`config.mk`:
```
export PLATFORM = sky130hd
export DESIGN_NAME = mem_arbiter
export DESIGN_NICKNAME = d
export VERILOG_FILES = /design/src/rtl/mem_arbiter.sv
export SDC_FILE = /design/constraint.sdc
export NUM_CORES = 1
export LEC_CHECK = 0
export CELL_PAD_IN_SITES_DETAIL_PLACEMENT = 2
export CELL_PAD_IN_SITES_GLOBAL_PLACEMENT = 2
export CORE_MARGIN = 3
export CORE_UTILIZATION = 23
export CTS_CLUSTER_DIAMETER = 120
export DETAILED_ROUTE_END_ITERATION = 7
export PLACE_DENSITY = 0.78
export SLEW_MARGIN = 10
export SYNTH_ARGS = -nofsm -noshare
export SYNTH_HDL_FRONTEND = slang
export SYNTH_SLANG_ARGS = --single-unit
```
`constraint.sdc`:
```
create_clock -name clk -period 5 [get_ports clk]
set_input_delay 0.75 -clock clk [delete_from_list [all_inputs] [get_ports clk]]
set_output_delay 0.75 -clock clk [all_outputs]
set_load 0.05 [all_outputs]
```
`src/rtl/mem_arbiter.sv`:
```
// Two-port (icache/dcache) arbiter onto a single shared memory port.
// One transaction at a time: grant in IDLE, LAT memory cycles in BUSY,
// a one-cycle completion pulse in DONE. Ties alternate via round-robin.
module mem_arbiter #(
    parameter int unsigned LAT = 2
) (
    input  logic        clk,
    input  logic        reset,
    input  logic        i_req,
    input  logic [31:0] i_addr,
    output logic [31:0] i_rdata,
    output logic        i_ready,
    input  logic        d_req,
    input  logic        d_wen,
    input  logic [31:0] d_addr,
    input  logic [31:0] d_wdata,
    output logic [31:0] d_rdata,
    output logic        d_ready,
    output logic [31:0] m_addr,
    output logic [31:0] m_wdata,
    output logic        m_wen,
    input  logic [31:0] m_rdata,
    output logic        busy
);

    localparam int unsigned CNT_W = (LAT > 1) ? $clog2(LAT) : 1;
    localparam logic [CNT_W-1:0] CNT_INIT = CNT_W'(LAT - 1);

    typedef enum logic [1:0] {
        S_IDLE,
        S_BUSY,
        S_DONE
    } state_t;

    state_t           state;
    logic [CNT_W-1:0] cnt;
    logic             last;      // 1: dcache held the previous grant
    logic             owner_d;   // 1: transaction in flight belongs to dcache
    logic             wr;        // transaction in flight is a write
    logic             grant_d_c;

    // Arbitration: a lone requester wins; on a tie the port not granted last wins.
    always_comb begin
        grant_d_c = d_req && (!i_req || !last);
    end

    // Transaction FSM with registered memory-side and completion outputs.
    always_ff @(posedge clk or posedge reset) begin
        if (reset) begin
            state   <= S_IDLE;
            cnt     <= '0;
            last    <= 1'b1;
            owner_d <= 1'b0;
            wr      <= 1'b0;
            i_rdata <= '0;
            d_rdata <= '0;
            i_ready <= 1'b0;
            d_ready <= 1'b0;
            m_addr  <= '0;
            m_wdata <= '0;
            m_wen   <= 1'b0;
            busy    <= 1'b0;
        end else begin
            i_ready <= 1'b0;
            d_ready <= 1'b0;
            m_wen   <= 1'b0;
            case (state)
                S_IDLE: begin
                    if (i_req || d_req) begin
                        owner_d <= grant_d_c;
                        last    <= grant_d_c;
                        wr      <= grant_d_c && d_wen;
                        m_addr  <= grant_d_c ? d_addr : i_addr;
                        if (grant_d_c) begin
                            m_wdata <= d_wdata;
                        end
                        cnt   <= CNT_INIT;
                        state <= S_BUSY;
                        busy  <= 1'b1;
                        // With a single memory cycle the first BUSY cycle is also the last.
                        if (LAT == 1) begin
                            m_wen <= grant_d_c && d_wen;
                        end
                    end
                end
                S_BUSY: begin
                    if (cnt == '0) begin
                        if (!wr) begin
                            if (owner_d) begin
                                d_rdata <= m_rdata;
                            end else begin
                                i_rdata <= m_rdata;
                            end
                        end
                        if (owner_d) begin
                            d_ready <= 1'b1;
                        end else begin
                            i_ready <= 1'b1;
                        end
                        state <= S_DONE;
                    end else begin
                        cnt <= cnt - CNT_W'(1);
                        if (cnt == CNT_W'(1)) begin
                            m_wen <= wr;
                        end
                    end
                end
                S_DONE: begin
                    state <= S_IDLE;
                    busy  <= 1'b0;
                end
                default: begin
                    state <= S_IDLE;
                    busy  <= 1'b0;
                end
            endcase
        end
    end

endmodule

```
==> flow_metrics.py <==
metrics = {
    "outcome": {
        "status": "finished, final reports clean",
    },
    "synthesis": {
        "synthArstFlopShare_pct": 100,
        "synth-edff-count": 0,
        "synth-adder-area-share_pct": 0,
        "ys_types": 24,
        "ys_seq_elements": 138,
        "syn_inst": 337,
        "synth_top_family_by_area": "multiplexers",
        "syn-cell-area_um2": 5640,
        "ys_seq_area_share_pct": 61.3,
        "synth_flop_cell": "dfrtp_1",
        "synth_top_area_share_pct": 60.8,
        "synth_warnings": 0,
        "synthTopCellsByArea": "dfrtp_1 61%, mux2_2 25%, mux2_4 8.0%, mux2_1 0.80%, buf_2 0.71%",
        "synth.area.mux_share_pct": 34.0,
        "synth-compound-area-share_pct": 0.866,
        "synth.avg_cell_area_um2": 16.7,
        "yosys.area_share.simple_pct": 1.73,
        "yosysMostFrequentCell": "dfrtp_1",
        "ys_top_cells_by_count": "137 x dfrtp_1, 126 x mux2_2, 30 x mux2_4, 8 x buf_2, 4 x mux2_1",
        "synth_fp_nets": 470,
        "synth_top_area_cell": "dfrtp_1",
        "synth-xor-area-share_pct": 0,
    },
    "setup_path": {
        "crit_buf_inv": 2,
        "cp_max_fo": 35,
        "arrival_ns": 2.89,
        "critPathTopFamily": "buffers and inverters",
        "cp-end-kind": "flop",
        "cp_data_required_time_ns": 5.29,
        "max_stage_delay_ns": 0.54,
        "crit_slowest_cell": "clkdlybuf4s50_1",
        "setup.worst_path.class": "input pin to flop",
        "critPathLaunchType": "input pin",
        "crit_chain": "clkdlybuf4s50_1 > a21bo_2 > nor3_4 > buf_4 > mux2_2",
    },
    "placement": {
        "port_buffers": 264,
        "placed_cells": 907,
        "place_ws_ns": 1.96,
        "dp_hpwl_mm": 13.7,
        "place_congestion": 0.771,
        "place_area_um2": 8620,
    },
    "die": {
        "fp.coreArea_um2": 23800,
        "die_y_um": 163,
        "die_area_um2": 26400,
        "initial_core_util_pct": 23.7,
        "rows": 56,
        "io_pins": 265,
        "die_x_um": 163,
    },
    "grt": {
        "grtUsageMet3_pct": 6.13,
        "top_usage_layer": "met2",
        "grt_usage_pct": 13.7,
        "grt_antenna_before_repair": 0,
        "grt_overflow": 0,
        "grt_pass1_wl_mm": 28.1,
        "grt_pass1_vias": 4716,
        "grt.met1_usage_pct": 15.2,
        "met2_usage_pct": 24.0,
        "grt_max_degree": 88,
    },
    "clock_network": {
        "cts_setup_buffers": 0,
        "clock_latency_ns": 0.41,
        "clk_pin_slew_worst_paths_ns": 0.07,
        "cts_resized": 0,
        "clock-sinks": 138,
        "htreeDepth": 4,
        "tritoncts": "yes",
        "holdBufCountCts": 0,
        "cts_buffers": 17,
        "root_buffer": "clkbuf_16",
        "cts_buffer_depth": 2,
    },
    "cells_and_area": {
        "fin_nets": 740,
        "drive_above_1_share_pct": 32.3,
        "diodes": 0,
        "area_delta_synth_final_pct": 62.7,
        "final_cells": 939,
        "final_area_um2": 9170,
        "fill_cells": 2365,
    },
    "flow_run": {
        "maxCapViolCount": 0,
    },
    "timing": {
        "drv_slew": 0,
        "layout_min_cycle_time_ns": 2.60,
        "min_period_over_period_pct": 51.9,
        "finalSetupViolCount": 0,
        "whs_ns": 0.488,
        "tns_ns": 0,
        "worst-slew-pin-transition_ns": 1.17,
        "worst_slack_ns": 2.40,
        "slew_headroom_pct": 21.4,
        "fmax_mhz": 385,
        "fin_skew_ns": 0.0125,
        "hold_violations": 0,
        "rsz0062_at_grt": "false",
    },
    "hold_path": {
        "hold_class": "flop to flop",
    },
    "power": {
        "cellLeakagePower_uw": 0.00385,
        "power_density_nw_per_um2": 836,
        "ir_drop_mv": 0.330,
    },
    "detailed_routing": {
        "first_pass_iters": 4,
        "wire_per_inst_um": 19.5,
        "drt_wl_total_mm": 18.3,
        "drt_iter0_drc": 107,
        "vias": 3928,
        "final_antenna_net_count": 0,
        "via_per_inst": 4.18,
        "route.detailed.drc": 0,
    },
}
metal layers:
| metal | routed length (um) | up-vias |
|---|---|---|
| met3 | 1860 | 15 |
| met5 | 0 | - |
| met1 | 7130 | 1995 |
| met2 | 9060 | 187 |
| met4 | 238 | 0 |
| li1 | - | 1731 |
power breakdown:
| group | total (uW) | switching [uW] | leakage [uW] | internal, uW |
|---|---|---|---|---|
| combinational | 4420 | 2700 | 0.00195 | 1720 |
| sequential | 2050 | 354 | 0.00163 | 1700 |
| clock | 1200 | 543 | 0.000267 | 655 |
worst register-to-register path: cells and delay by family, from the launching register on:
family                 cells  cell delay (ns)
and+or+nand+nor            2             1.00
muxes                      1             0.56
DFF                        1             0.44
buffers and inverters      1             0.11
flip-flops by register name, summed over array words and instances (netlist names):
name	flops
wr	1
last	1
d_rdata	32
m_wen	1
owner_d	1
cnt	1
i_ready	1
m_wdata	32
d_ready	1
state	2
i_rdata	32
m_addr	32
busy	1
cells in the final DEF (no fill, tap or decap), drive strengths merged, types with 2 or more instances in the layout:
cell           count
buf                4
mux2             160
o21ai              3
nand2              2
clkinv             3
clkdlybuf4s50    264
a21o               2
nor3               2
clkinvlp           2
nor2               2
inv               13
clkbuf            18
dfrtp            137
area by class of cell:
| type | count | area, um^2 | share of cell area (%) |
|---|---|---|---|
| Sequential cell | 138 | 3450 | 37.7 |
| Timing Repair Buffer | 268 | 2670 | 29.1 |
| Multi-Input combinational cell | 178 | 2070 | 22.6 |
| Clock buffer | 18 | 429 | 4.68 |
| Tap cell | 319 | 399 | 4.35 |
| Clock inverter | 14 | 125 | 1.36 |
| Inverter | 4 | 20.0 | 0.218 |
worst paths after layout:
path                                    startpoint                 endpoint  slack, ns  cells past startpoint
setup / recovery                             d_req  m_wdata[22]$_DFFE_PP0P_       2.40                      5
hold / removal             m_wdata[16]$_DFFE_PP0P_  m_wdata[16]$_DFFE_PP0P_       0.49                      1
setup reg to reg              state[1]$_DFFE_PP0P_  d_rdata[18]$_DFFE_PP0P_       2.78                      4
hold reg to reg            m_wdata[16]$_DFFE_PP0P_  m_wdata[16]$_DFFE_PP0P_       0.49                      1
max in group asynchronous                    reset   m_addr[13]$_DFFE_PP0P_       3.08                      3
min in group asynchronous                    reset   m_addr[26]$_DFFE_PP0P_       0.86                      2
cell families (layout without fill, tap and decap cells):
family                 count (synthesis)  after routing
and+or+nand+nor                       11             11
DFF                                  138            138
muxes                                160            160
buffers and inverters                 21            304
AOI/OAI and AO/OA                      7              7
metrics by stage:
step	utilization, %	power (uW)
2_1_floorplan	-	4960
3_3_place_gp	36.3	6410
3_5_place_dp	36.3	6550
4_1_cts	38.6	7790
5_1_grt	38.6	8040
6_report	38.6	7670
(Power assumes the default switching activity.)
